**config.mk**
```make
export PLATFORM = sky130hd
export DESIGN_NAME = dmem_access_unit
export DESIGN_NICKNAME = d
export VERILOG_FILES = /design/src/rtl/mips_mem_pkg.sv /design/src/rtl/dmem_access_unit_load_align.sv /design/src/rtl/dmem_access_unit.sv
export SDC_FILE = /design/constraint.sdc
export NUM_CORES = 1
export LEC_CHECK = 0
export ABC_CLOCK_PERIOD_IN_PS = 3700
export BUFFER_PORTS_ARGS = -buffer_cell sky130_fd_sc_hd__buf_4
export CORE_MARGIN = 2
export CORE_UTILIZATION = 40
export CTS_CLUSTER_DIAMETER = 100
export DETAILED_ROUTE_END_ITERATION = 6
export PLACE_DENSITY = 0.75
export SLEW_MARGIN = 20
export SYNTH_ARGS = -nofsm -noshare
export SYNTH_HDL_FRONTEND = slang
export SYNTH_HIERARCHICAL = 1
export SYNTH_SLANG_ARGS = --single-unit
```
**constraint.sdc**
```tcl
create_clock -name Clock -period 3.7 [get_ports Clock]
set_input_delay 0.74 -clock Clock [delete_from_list [all_inputs] [get_ports Clock]]
set_output_delay 0.74 -clock Clock [all_outputs]
set_load 0.03 [all_outputs]
```
**src/rtl/mips_mem_pkg.sv**
```systemverilog
// Shared types for the MEM-stage data-memory path.
// State, access-size and byte-enable encodings.
package mips_mem_pkg;

  typedef enum logic {
    IDLE,
    REQ
  } state_t;

  typedef enum logic [1:0] {
    SZ_B,
    SZ_BU,
    SZ_H,
    SZ_W
  } size_t;

  localparam logic [3:0] BE_BYTE = 4'b0001;
  localparam logic [3:0] BE_HALF = 4'b0011;
  localparam logic [3:0] BE_WORD = 4'b1111;

endpackage

```
**src/rtl/dmem_access_unit_load_align.sv**
```systemverilog
// Load lane extractor with sign/zero extension.
// Purely combinational; reusable for line-fill paths.
module load_align
  import mips_mem_pkg::*;
(
  input  logic [31:0] i_rdata,
  input  logic [1:0]  i_off,
  input  size_t       i_size,
  output logic [31:0] o_data
);

  logic [7:0]  w_b;
  logic [15:0] w_h;

  // pick the addressed byte and halfword lanes
  always_comb begin
    w_b = i_rdata[7:0];
    unique case (i_off)
      2'd0: w_b = i_rdata[7:0];
      2'd1: w_b = i_rdata[15:8];
      2'd2: w_b = i_rdata[23:16];
      2'd3: w_b = i_rdata[31:24];
    endcase
    w_h = i_off[1] ? i_rdata[31:16]
                   : i_rdata[15:0];
  end

  // extend the selected lane to 32 bits
  always_comb begin
    o_data = i_rdata;
    unique case (i_size)
      SZ_B:  o_data = {{24{w_b[7]}}, w_b};
      SZ_BU: o_data = {24'b0, w_b};
      SZ_H:  o_data = {{16{w_h[15]}}, w_h};
      SZ_W:  o_data = i_rdata;
    endcase
  end

endmodule

```
**src/rtl/dmem_access_unit.sv**
```systemverilog
// MEM-stage data-memory access unit.
// Req/ack bus master, lane steering, WB register.
module dmem_access_unit
  import mips_mem_pkg::*;
#(
  parameter int DATA_W = 32,
  parameter int ADDR_W = 32
) (
  input  logic              Clock,
  input  logic              Reset_,
  input  logic              Byte,
  input  logic              ByteU,
  input  logic              HalfWord,
  input  logic              Word,
  input  logic              StoreByte,
  input  logic              StoreHalfWord,
  input  logic              StoreWord,
  input  logic              MemRead,
  input  logic              MemWrite,
  input  logic              MemtoReg,
  input  logic              RegWrite,
  input  logic [ADDR_W-1:0] Addr,
  input  logic [DATA_W-1:0] StoreData,
  output logic              Stall,
  output logic              dmem_req,
  output logic              dmem_we,
  output logic [ADDR_W-1:0] dmem_addr,
  output logic [3:0]        dmem_be,
  output logic [DATA_W-1:0] dmem_wdata,
  input  logic [DATA_W-1:0] dmem_rdata,
  input  logic              dmem_ack,
  output logic [DATA_W-1:0] LoadData_reg,
  output logic [DATA_W-1:0] AluResult_reg,
  output logic              MemtoReg_reg,
  output logic              RegWrite_reg,
  output logic              MisalignErr_reg
);

  state_t r_state;
  state_t w_next;

  size_t w_ld_sz;
  size_t w_st_sz;
  size_t w_sz;

  logic              w_valid;
  logic              w_mis;
  logic              w_start;
  logic              w_ack;
  logic [3:0]        w_be;
  logic [DATA_W-1:0] w_wdata;
  logic [DATA_W-1:0] w_ld;

  // resolve load/store size with fixed precedence
  always_comb begin
    w_ld_sz = SZ_BU;
    if (Word)          w_ld_sz = SZ_W;
    else if (HalfWord) w_ld_sz = SZ_H;
    else if (Byte)     w_ld_sz = SZ_B;
    w_st_sz = SZ_B;
    if (StoreWord)          w_st_sz = SZ_W;
    else if (StoreHalfWord) w_st_sz = SZ_H;
    w_sz = MemWrite ? w_st_sz : w_ld_sz;
  end

  assign w_valid = MemRead ^ MemWrite;
  assign w_mis   = w_valid
                 & (((w_sz == SZ_H) & Addr[0])
                 | ((w_sz == SZ_W) & (Addr[1:0] != 2'b00)));
  assign w_start = w_valid & ~w_mis;
  assign w_ack   = (r_state == REQ) & dmem_ack;

  assign Stall = ((r_state == IDLE) & w_start)
               | ((r_state == REQ) & ~dmem_ack);

  // byte enables and lane-replicated store data
  always_comb begin
    w_be    = BE_BYTE << Addr[1:0];
    w_wdata = {4{StoreData[7:0]}};
    unique case (w_sz)
      SZ_W:    w_be = BE_WORD;
      SZ_H:    w_be = BE_HALF << {Addr[1], 1'b0};
      default: w_be = BE_BYTE << Addr[1:0];
    endcase
    unique case (w_st_sz)
      SZ_W:    w_wdata = StoreData;
      SZ_H:    w_wdata = {2{StoreData[15:0]}};
      default: w_wdata = {4{StoreData[7:0]}};
    endcase
  end

  load_align u_load_align (
    .i_rdata (dmem_rdata),
    .i_off   (Addr[1:0]),
    .i_size  (w_ld_sz),
    .o_data  (w_ld)
  );

  // FSM state register
  always_ff @(posedge Clock or negedge Reset_) begin
    if (!Reset_) r_state <= IDLE;
    else         r_state <= w_next;
  end

  // FSM next state
  always_comb begin
    w_next = r_state;
    unique case (r_state)
      IDLE: if (w_start)  w_next = REQ;
      REQ:  if (dmem_ack) w_next = IDLE;
      default: w_next = IDLE;
    endcase
  end

  // bus outputs: load on launch, hold until ack
  always_ff @(posedge Clock or negedge Reset_) begin
    if (!Reset_) begin
      dmem_req   <= 1'b0;
      dmem_we    <= 1'b0;
      dmem_addr  <= '0;
      dmem_be    <= 4'b0000;
      dmem_wdata <= '0;
    end else if ((r_state == IDLE) && w_start) begin
      dmem_req   <= 1'b1;
      dmem_we    <= MemWrite;
      dmem_addr  <= {Addr[ADDR_W-1:2], 2'b00};
      dmem_be    <= w_be;
      dmem_wdata <= w_wdata;
    end else if (w_ack) begin
      dmem_req   <= 1'b0;
    end
  end

  // MEM/WB register; bubble while stalled
  always_ff @(posedge Clock or negedge Reset_) begin
    if (!Reset_) begin
      LoadData_reg    <= '0;
      AluResult_reg   <= '0;
      MemtoReg_reg    <= 1'b0;
      RegWrite_reg    <= 1'b0;
      MisalignErr_reg <= 1'b0;
    end else if (!Stall) begin
      LoadData_reg    <= (w_ack & ~dmem_we) ? w_ld : '0;
      AluResult_reg   <= DATA_W'(Addr);
      MemtoReg_reg    <= MemtoReg;
      RegWrite_reg    <= RegWrite & ~w_mis;
      MisalignErr_reg <= w_mis;
    end else begin
      MemtoReg_reg    <= 1'b0;
      RegWrite_reg    <= 1'b0;
      MisalignErr_reg <= 1'b0;
    end
  end

endmodule

```
# Yosys cells after proc, flatten, opt, wreduce, memory -nomap -nowiden
# Index checks and enable logic that the tools add are counted.
op_classes:
  shift: 2
  n_reduce_logical: 5
  n_lt_le_gt_ge: 0
  n_mux: 20
  div_mod_pow: 0
  multipliers: 0
  n_addsub: 0
  eq_ne: 10
  n_bitwise: 16
ops:
  columns: ["operator", "n"]
  rows:
  - ["32-bit one-hot mux with 4 select lines", 1]
  - ["32-bit one-hot mux with 2 select lines", 1]
  - ["32-bit two-way mux", 1]
  - ["8-bit one-hot mux with 4 select lines", 1]
  - ["2-bit == test (second input constant)", 8]
  - ["16-bit two-way mux", 1]
  - ["2-bit two-way mux", 5]
  - ["1-bit AND", 9]
  - ["1-bit two-way mux", 8]
  - ["4-bit one-hot mux with 2 select lines", 1]
  - ["2-bit by 1-bit == test with 1-bit output (second input constant)", 2]
  - ["2-bit zero test", 2]
  - ["1-bit NOT", 4]
  - ["2-bit nonzero test", 2]
  - ["1-bit by 2-bit left shift with 4-bit output (first input constant)", 1]
  - ["2-bit by 2-bit left shift with 4-bit output (first input constant)", 1]
  - ["1-bit bitwise OR", 2]
  - ["1-bit one-hot mux with 2 select lines", 1]
  - ["1-bit logical AND", 1]
  - ["1-bit bitwise XOR", 1]
word_totals:
  wordCells: 64
  ram_bits: 0
  mem_count: 0
  ff_bits: 136
  rom_bits: 0
  latch_bits: 0
  out_inout_bits: 138
  in_bits: 110

# Depth between registers and ports, before layout
# Gate-level depths: netlist (run 1).
logic_depth:
  ltp_word: 13
  ltp_mapped: 7
  mapped_depth_nobuf: 5

# Modules after synthesis
# The synthesis (run 1) kept the hierarchy.
by_module_without_submodules:
  columns: ["module", "instances", "seq_area_each_um2", "cells_per_inst", "area_each_um2"]
  rows:
  - ["dmem_access_unit", 1, 3403.3, 380, 5738.0]
  - ["load_align", 1, 0.0, 108, 777.0]

# Worst setup path before layout (run 1)
# No wires, ideal clock.
synth_path:
  kind: "input to output"
  startpoint: "input StoreWord"
  endpoint: "output Stall"
  cell_stages: 6
  t_arrival_ps: 2110
  path_slack_ps: 850
  path_buffers: 2
  required_ps: 2960
  cell_sequence: "buf_2 > or3b_4 > a211oi_4 > a211oi_2 > inv_4 > buf_2"
synth_between:
  elab_chain_len: 10
  word_cells_on_any_way: 12
  cone_classes: "eq/ne: 2; mux: 2; bitwise: 8"
synth_lines:
  columns: ["element", "line", "rtl"]
  rows:
  - ["start: declaration", "dmem_access_unit.sv:17", "input logic StoreWord,"]
  - ["2-bit two-way mux (*)", "dmem_access_unit.sv:61", "if (StoreWord) w_st_sz = SZ_W;"]
  - ["2-bit two-way mux (*)", "dmem_access_unit.sv:63", "w_sz = MemWrite ? w_st_sz : w_ld_sz;"]
  - ["2-bit == test, on equally long branches", "dmem_access_unit.sv:68, dmem_access_unit.sv:69", null]
  - ["1-bit AND, on equally long branches", "dmem_access_unit.sv:68, dmem_access_unit.sv:69", null]
  - ["1-bit bitwise OR (*)", "dmem_access_unit.sv:69", "| ((w_sz == SZ_W) & (Addr[1:0] != 2'b00)));"]
  - ["1-bit AND (*)", "dmem_access_unit.sv:68", "& (((w_sz == SZ_H) & Addr[0])"]
  - ["1-bit NOT (*)", "dmem_access_unit.sv:70", "assign w_start = w_valid & ~w_mis;"]
  - ["1-bit AND (*)", "dmem_access_unit.sv:70", null]
  - ["1-bit AND (*)", "dmem_access_unit.sv:73", "assign Stall = ((r_state == IDLE) & w_start)"]
  - ["1-bit bitwise OR (*)", "dmem_access_unit.sv:74", "| ((r_state == REQ) & ~dmem_ack);"]
  - ["end: declaration", "dmem_access_unit.sv:24", "output logic Stall,"]
# Mark *: on every way between the ends. The rest lies on a longest branch, timed or not.

# Final worst setup path (run 1)
layout_path:
  startpoint: "input MemWrite"
  endpoint: "output Stall"
layout_between:
  elab_chain_len: 9
  word_cells_on_any_way: 12
  cone_classes: "eq/ne: 2; mux: 1; bitwise: 9"
layout_lines:
  columns: ["element", "line", "rtl"]
  rows:
  - ["start: declaration", "dmem_access_unit.sv:19", "input logic MemWrite,"]
  - ["2-bit two-way mux", "dmem_access_unit.sv:63", null]
  - ["2-bit == test, on equally long branches", "dmem_access_unit.sv:68, dmem_access_unit.sv:69", null]
  - ["1-bit AND, on equally long branches", "dmem_access_unit.sv:68, dmem_access_unit.sv:69", null]
  - ["1-bit bitwise OR", "dmem_access_unit.sv:69", null]
  - ["1-bit AND", "dmem_access_unit.sv:68", null]
  - ["1-bit NOT", "dmem_access_unit.sv:70", null]
  - ["1-bit AND (*)", "dmem_access_unit.sv:70", null]
  - ["1-bit AND (*)", "dmem_access_unit.sv:73", null]
  - ["1-bit bitwise OR (*)", "dmem_access_unit.sv:74", null]
# Marks and branches as above.

==> results of run 1 <==
==> critical path, stage by stage <==
cell and delay (ps):
buf_4 160, xnor2_4 190, nor3_1 570, a211oi_2 250
inv_4 280, buf_4 230
==> cell families (layout without fill, tap and decap cells) <==
| group | Yosys count | after routing | share of synthesized area [%] |
|---|---|---|---|
| other | 1 | 2 | 0.0576 |
| buffers and inverters | 44 | 289 | 4.24 |
| muxes | 151 | 151 | 27.3 |
| DFF | 136 | 136 | 52.2 |
| and+or+nand+nor | 47 | 47 | 3.25 |
| xor gates and xnor gates | 2 | 2 | 0.557 |
| AOI/OAI and AO/OA | 107 | 107 | 12.4 |
==> area by class of cell <==
type	instances	area share (%)
timing repair buffer	251	21.0
clock buffer	22	5.31
tap	216	2.96
clock inverter	9	1.77
inverter	7	0.316
multi-input combinational	309	31.4
sequential	136	37.3
==> report_power, final <==
part,internal [uW],switching [uW]
sequential,1870,226
clock,1200,643
combinational,1010,1370
==> final timing paths <==
path | start | endpoint | slack [ps] | cells after the start
setup reg to reg | r_state | LoadData_reg[11] | 1010 | 6
hold reg to reg | dmem_addr[2] | dmem_addr[2] | 490 | 1
hold / removal | Reset_ | AluResult_reg[16] | 380 | 1
min in group Clock | dmem_addr[2] | dmem_addr[2] | 490 | 1
setup / recovery | MemWrite | Stall | 520 | 6
max in group asynchronous | Reset_ | dmem_addr[30] | 2530 | 2
==> metal layers <==
metal	share of wire (%)	global-route usage, %
met5	0	0
met4	2.5	8.57
met3	4.8	4.94
met2	51	35.8
met1	42	25.9
==> through the flow <==
step / util, % / instance area (sq um) / instances / hold slack, ps
floorplan: - / 6520 / 489 / 444
global placement: 53.4 / 8480 / 919 / 468
detailed placement: 53.4 / 8480 / 919 / 476
CTS: 57.4 / 9120 / 950 / 425
global route: 57.4 / 9120 / 950 / 436
finish: 57.4 / 9120 / 950 / 380
==> cell usage in the layout, fill, tap and decap left out, types with 7 or more instances in the layout <==
cell type,instances
nand2_1,27
o22ai_1,17
a22o_1,34
mux2_2,42
dfrtp_1,136
mux2i_1,33
o21ai_0,17
clkbuf_16,17
a21oi_1,10
buf_4,248
a22oi_1,7
mux2_4,31
mux2_1,45
==> metrics.txt, run 1 <==
status=finished clean; clock slew at reported path FFs=60 ps; Least-Margin Pin Slew=slightly above 800 ps; flops & latches, synth=136; worst min path class=primary input to async pin; cell taking the most area after synthesis=dfrtp_1; first-pass GRT wire length=29000 um; drt wl/cell=19.1 um; CP arrival=2440 ps; Setup violations, final=0; antenna violations before repair=0; Initial Utilization=41.0%; clk_lat worst skew=between 400 and 500 ps; power per cell area=693 nW/um^2; Seq/Total Area, Yosys=52.2%; top fanout value on the critical path=20; most common cell in the netlist=dfrtp_1; Max transition margin=45.0%; Final period util=86.0%; vias in the first global route=about 5200; Multi-input gate area=2860 sq um; Detailed Routing Iterations Pass 1=4; Netlist cell types=49; hold buffer count at cts=0; Crit. End Element=output port; VDD IR max=0.375 mV; worst clock skew=8.02 ps; Pwr Total=6320 uW; DR vias=4942; Post-Synthesis Cells=488; setup TNS=0 ps; number of synthesized flops with an enable pin=0; asr flop ratio synth=100%; Final Hold Fails=0; FMAX=0.314 GHz; post-CTS sizing=0; top area cells in the synthesized netlist=dfrtp_1, mux2_1, mux2_2; core area=15900 sq um; # rows=46; top_reg_cell synth=dfrtp_1; max_cap viols=0; die width=132 um; Final Net Count=roughly 830; Cell Area, Synth=6510 sq um; Die H=132 um; WP data required=2960 ps; CTS Buf Count=17; largest net degree at the start of global routing=slightly below 90; CP startpoint kind=primary input; post-DP HPWL=13100 um; CTS tree=yes; RSZ-0062 raised after global routing=no; synthesis-to-layout area growth=40.0%; die area=17300 sq um; Setup Fix Bufs, Post-CTS=0; Lkg Pwr=0.00447 uW; minimum clock period=around 3200 ps; CP Class=primary input to output port; Clock Path Buffers=2; I/O Pins=248; final WL=between 15000 and 20000 um; Seq. cell area=~3400 sq um; Antenna Cells=0; Commonest cells post-synth=dfrtp_1, mux2_1, mux2_2; vias per cell=5.20; # DRC=0; H-tree Lvls=4; Avg Synthesized Cell Area=13.4 sq um; total track usage=21.1%; Ys Warns=6; post-synth top area share=52.2%; ANT nets after route=0; share of layout cells above drive strength 1=49.7%; clock sink count=136; Placer Congestion=0.864; DRT iter0 DRCs=227; Root Buffer=clkbuf_16; fin. max-slew vios=0; Layout fillers=roughly 1400; setup slack after layout=517 ps; grt total ovfl=0; port bufs=243; worst slack, placed=481 ps
(Power assumes the default switching activity.)
==> inputs of run 2 (changes only) <==
CELL_PAD_IN_SITES_DETAIL_PLACEMENT = 0   (was default)
CELL_PAD_IN_SITES_GLOBAL_PLACEMENT = 1   (was default)
CORE_UTILIZATION = 41   (was 40)
PLACE_DENSITY = 0.93   (was 0.75)
==> metrics.txt, run 2 (same netlist as run 1, synthesis figures left out) <==
Final period util=79.3% (was 86.0%); Placer Congestion=0.857 (was 0.864); # rows=46 (unchanged); Clock Path Buffers=2 (unchanged); status=finished clean (unchanged); H-tree Lvls=4 (unchanged); core area=15700 sq um (was 15900 sq um); setup slack, reg-to-reg=1320 ps (was 1010 ps); Setup Fix Bufs, Post-CTS=0 (unchanged); RR Endpoint=AluResult_reg[1] (was LoadData_reg[11]); worst slack, placed=729 ps (was 481 ps); Antenna Cells=0 (unchanged); most common cell after layout, fill and taps aside=buf_4 (unchanged); synthesis-to-layout area growth=38.9% (was 40.0%); Final Hold Fails=0 (unchanged); delay-heaviest family, CP=simple AND/OR/NAND/NOR gates (was buffers and inverters); reg2reg start=r_state (unchanged); critical path launch point=MemWrite (unchanged); DRT iter0 DRCs=272 (was 227); clock slew at reported path FFs=70 ps (was 60 ps); fin. max-slew vios=0 (unchanged); # DRC=0 (unchanged); Worst Path Buf+Inv=3 (unchanged); power per cell area=677 nW/um^2 (was 693 nW/um^2); vias per cell=5.14 (was 5.20); setup TNS=0 ps (unchanged); Lkg Pwr=0.00444 uW (was 0.00447 uW); CP Class=primary input to output port (unchanged); VDD IR max=0.364 mV (was 0.375 mV); worst min path class=primary input to async pin (unchanged); Crit path largest cell delay=570 ps (about the same); most used routing layer=met2 (unchanged); clk_lat worst skew=420 ps (was 410 ps); routing usage on met1=27.2% (was 25.9%); FMAX=0.341 GHz (was 0.314 GHz); ANT nets after route=0 (unchanged); post-CTS sizing=0 (unchanged); Max transition margin=47.0% (was 45.0%); Final Net Count=833 (was 832); drt wl/cell=18.6 um (was 19.1 um); top fanout value on the critical path=9 (was 20); minimum clock period=2930 ps (was 3180 ps); grt total ovfl=0 (unchanged); die width=130 um (was 132 um); CP startpoint kind=primary input (unchanged); share of layout cells above drive strength 1=50.0% (was 49.7%); DR vias=4893 (was 4942); Root Buffer=clkbuf_16 (unchanged); CTS Buf Count=17 (unchanged); antenna violations before repair=0 (unchanged); RSZ-0062 raised after global routing=no (unchanged); crit path cell chain=buf_4, xnor2_4, nor3_1, a211oi_2, inv_4, buf_4 (unchanged); die area=16900 sq um (was 17300 sq um); Slowest cell on crit path=nor3_1 (unchanged); Die H=130 um (was 132 um); hold buffer count at cts=0 (unchanged); CTS tree=yes (unchanged); CP Capture Point=Stall (unchanged); port bufs=243 (unchanged); most frequent cells in the layout=buf_4, dfrtp_1, mux2_1 (unchanged); Initial Utilization=41.5% (was 41.0%); max_cap viols=0 (unchanged); critical path depth=6 (unchanged); first-pass GRT wire length=27000 um (was 29000 um); worst clock skew=7.65 ps (was 8.02 ps); M3 GR Usage=4.59% (was 4.94%); Setup violations, final=0 (unchanged); final WL=17700 um (was 18100 um); Detailed Routing Iterations Pass 1=5 (was 4); post-DP HPWL=13000 um (was 13100 um); vias in the first global route=4937 (was 5192); largest net degree at the start of global routing=79 (was 87); Least-Margin Pin Slew=791 ps (was 825 ps); setup slack after layout=766 ps (was 517 ps); GR Util met2=33.6% (was 35.8%); total track usage=20.9% (was 21.1%); CP arrival=2190 ps (was 2440 ps); clock sink count=136 (unchanged); crit-path most repeated cell=buf_4 (unchanged); WP data required=2960 ps (about the same); R2R cell count=5 (was 6); Crit. End Element=output port (unchanged); I/O Pins=248 (unchanged)
## run 2: cell count changes in the layout (fill, tap and decap cells not counted)
| cell | previous run | this run |
|---|---|---|
| inv_8 | 0 | 4 |
| clkinv_4 | 1 | 2 |
| buf_4 | 248 | 250 |
| clkinv_2 | 0 | 1 |
| inv_6 | 2 | 5 |
| clkbuf_8 | 4 | 0 |
| bufinv_16 | 4 | 1 |
| clkbuf_1 | 1 | 0 |
| buf_12 | 2 | 1 |
## run 2: power breakdown
part	total, uW	switching (uW)	internal, uW
combinational	2370	1360	1010
clock	1670	713	953
sequential	2090	220	1870
## run 2: worst min-delay path by stage
stage,end,cells past startpoint
after floorplan,AluResult_reg[0],0
after global placement,dmem_addr[10],1
after detailed placement,AluResult_reg[13],1
after CTS,AluResult_reg[29],1
after global routing,AluResult_reg[30],1
final,AluResult_reg[27],1
## run 2: final cells by class
class / instances / area (sq um)
clock inverter: 15 / 156
fill: 1323 / 6660
tap: 216 / 270
sequential: 136 / 3400
timing repair buffer: 252 / 1910
multi-input combinational: 309 / 2860
clock buffer: 17 / 425
inverter: 7 / 28.8
## run 2: routing by layer
layer	share of wire, %	wire, um
met1	43	7550
met2	50	8810
met3	4.8	840
met4	2.8	487
met5	0	0
## run 2: worst register-to-register path: cells and delay by family (launching register included)
family / cells / cell delay (ps)
AND/OR/NAND/NOR: 1 / 640
flip-flops: 1 / 500
buffers and inverters: 2 / 490
multiplexers: 1 / 390
AO/OA/AOI/OAI: 1 / 250
## run 2: stage by stage
step	std cells	area (sq um)	hold WS [ps]	util, %	power [uW]
floorplan	489	6520	444	-	3560
global placement	920	8470	475	53.9	4440
detailed placement	920	8470	483	53.9	4500
CTS	952	9050	357	57.6	6190
global route	952	9050	391	57.6	6400
finish	952	9050	338	57.6	6120
==> inputs of run 3 (changes only) <==
ABC_AREA = 1   (was default)
ABC_CLOCK_PERIOD_IN_PS = 2800   (was 3700)
CORE_UTILIZATION = 35   (was 41)
PLACE_DENSITY = 0.89   (was 0.93)
clock period = 2.8 ns   (was 3.7 ns; I/O delays follow)
==> metrics.txt, run 3 <==
core area=18600 sq um (was 15700 sq um); hold buffer count at cts=0 (unchanged); M3 GR Usage=4.83% (was 4.59%); Initial Utilization=35.6% (was 41.5%); final instance area=9140 sq um (was 9050 sq um); total track usage=20.7% (was 20.9%); GR Util met2=33.4% (was 33.6%); Setup Fix Bufs, Post-CTS=0 (unchanged); R2R cell count=4 (was 5); Final Hold Fails=0 (unchanged); Seq/Total Area, Yosys=51.3% (was 52.2%); worst min path class=primary input to async pin (unchanged); CTS tree=yes (unchanged); cell taking the most area after synthesis=dfrtp_1 (unchanged); most used routing layer=met2 (unchanged); flops & latches, synth=136 (unchanged); Least-Margin Pin Slew=677 ps (was 791 ps); most frequent cells in the layout=nand2_1, buf_4, dfrtp_1 (was buf_4, dfrtp_1, mux2_1); minimum clock period=2100 ps; FMAX=0.476 GHz; Slowest cell on crit path=buf_4 (was nor3_1); die area=20100 sq um (was 16900 sq um); Root Buffer=clkbuf_16 (unchanged); DRT iter0 DRCs=351 (was 272); first-pass GRT wire length=32500 um (was 27000 um); CP Class=primary input to output port (unchanged); top fanout value on the critical path=13 (was 9); Worst Path Buf+Inv=2 (was 3); final WL=20300 um (was 17700 um); Max transition margin=54.8% (was 47.0%); critical path depth=9 (was 6); largest net degree at the start of global routing=77 (was 79); most common cell in the netlist=nand2_1 (was dfrtp_1); Crit. End Element=output port (unchanged); RSZ-0062 raised after global routing=no (unchanged); antenna violations before repair=0 (unchanged); max_cap viols=0 (unchanged); WP data required=2240 ps (was 2960 ps); die width=142 um (was 130 um); number of synthesized flops with an enable pin=0 (unchanged); share of layout cells above drive strength 1=27.2% (was 50.0%); asr flop ratio synth=100% (unchanged); drt wl/cell=14.9 um (was 18.6 um); power per cell area=878 nW/um^2 (was 677 nW/um^2); clock sink count=136 (unchanged); grt total ovfl=0 (unchanged); setup TNS=0 ps (unchanged); CTS Buf Count=17 (unchanged); Layout fillers=1877 (was 1323); crit path cell chain=buf_4, nor2_1, nand2_1, nand2_1, nor2_2, nand2_2, nand2_4, nand2_2, buf_4 (was buf_4, xnor2_4, nor3_1, a211oi_2, inv_4, buf_4); post-DP HPWL=14600 um (was 13000 um); worst hold slack=71.8 ps (was 338 ps); Core Util, Final=49.0% (was 57.6%); Die H=142 um (was 130 um); clock slew at reported path FFs=60 ps (was 70 ps); vias in the first global route=6172 (was 4937); top_reg_cell synth=dfrtp_1 (unchanged); Detailed Routing Iterations Pass 1=5 (unchanged); # DRC=0 (unchanged); post-synth top area share=51.3% (was 52.2%); Post-Synthesis Cells=888 (was 488); Netlist cell types=25 (was 49); Post-DP Area=8550 sq um (was 8470 sq um); Avg Synthesized Cell Area=7.47 sq um (was 13.4 sq um); post-CTS sizing=0 (unchanged); VDD IR max=0.422 mV (was 0.364 mV); I/O Pins=248 (unchanged); fin. max-slew vios=0 (unchanged); Crit path largest cell delay=170 ps (was 570 ps); Commonest cells post-synth=nand2_1, dfrtp_1, inv_1, nor2_1, nand3_1 (was dfrtp_1, mux2_1, mux2_2); vias per cell=4.69 (was 5.14); Final Net Count=1226 (was 833); clk_lat worst skew=420 ps (about the same); routing usage on met1=27.3% (was 27.2%); worst clock skew=7.29 ps (was 7.65 ps); Cell Area, Synth=6630 sq um (was 6510 sq um); Final period util=75.1%; CP startpoint kind=primary input (unchanged); H-tree Lvls=4 (unchanged); synthesis-to-layout area growth=37.7% (was 38.9%); delay-heaviest family, CP=simple AND/OR/NAND/NOR gates (unchanged); Ys Warns=6 (unchanged); Placer Congestion=0.908 (was 0.857); CP arrival=1540 ps (was 2190 ps); Antenna Cells=0 (unchanged); Clock Path Buffers=2 (unchanged); most common cell after layout, fill and taps aside=nand2_1 (was buf_4); DR vias=6388 (was 4893); status=finished clean (unchanged); # rows=50 (was 46); top area cells in the synthesized netlist=dfrtp_1, nand2_1, nand3_1 (was dfrtp_1, mux2_1, mux2_2); Lkg Pwr=0.00525 uW (was 0.00444 uW); Setup violations, final=0 (unchanged); ANT nets after route=0 (unchanged); port bufs=243 (unchanged)
run 3: changes by cell type after synthesis, moves of 17 or more:
cell / before / now
nand3_1: 3 / 53
o22ai_1: 17 / 0
a21oi_1: 10 / 35
mux2_2: 42 / 0
mux2_1: 45 / 0
nor2_1: 5 / 63
inv_1: 5 / 63
nand2_1: 27 / 409
a22o_1: 34 / 0
mux2i_1: 33 / 0
mux2_4: 31 / 0
o21ai_0: 17 / 42
run 3: cells by family (layout without fill, tap and decap cells):
group,count (synthesis),after routing,synth area share [%]
buf+inv,118,358,8.68
flops,136,136,51.3
other cells,1,2,0.0565
compound gates,91,91,7.37
simple gates,541,541,32.5
xor+xnor,1,1,0.132
run 3: path summary, 6_finish.rpt:
check	start	to	slack [ps]
setup / recovery	StoreWord	Stall	700
hold / removal	Reset_	dmem_wdata[19]	70
setup reg to reg	r_state	dmem_wdata[29]	1310
hold reg to reg	AluResult_reg[7]	AluResult_reg[7]	470
max in group asynchronous	Reset_	dmem_addr[5]	1930
min in group Clock	Addr[9]	dmem_addr[9]	350
run 3: report_power, final:
part | leakage [uW] | internal (uW) | switching (uW)
combinational | 0.00325 | 1050 | 1980
sequential | 0.00172 | 2470 | 294
clock | 0.000277 | 1340 | 881
total | 0.00525 | 4870 | 3160
run 3: per-stage QoR:
stage | setup slack (ps) | instances | total power [uW]
6_report | 698 | 1363 | 8020
5_1_grt | 586 | 1363 | 8480
4_1_cts | 672 | 1363 | 8120
3_5_place_dp | 567 | 1331 | 5860
3_3_place_gp | 605 | 1331 | 5820
2_1_floorplan | 723 | 889 | 4600
run 3: routing by layer:
layer / wire, um / share of wire (%)
met4: 497 / 2.5
met1: 8900 / 44
met5: 0 / 0
met2: 9630 / 48
met3: 1230 / 6.0
run 3: cell type report:
| class | count | area, sq um | area share (%) |
|---|---|---|---|
| clock buffer | 19 | 443 | 4.85 |
| clock inverter | 13 | 144 | 1.58 |
| inverter | 70 | 265 | 2.90 |
| multi-input combinational | 635 | 2660 | 29.1 |
| sequential | 136 | 3400 | 37.3 |
| tap | 234 | 293 | 3.21 |
| timing repair buffer | 256 | 1930 | 21.1 |
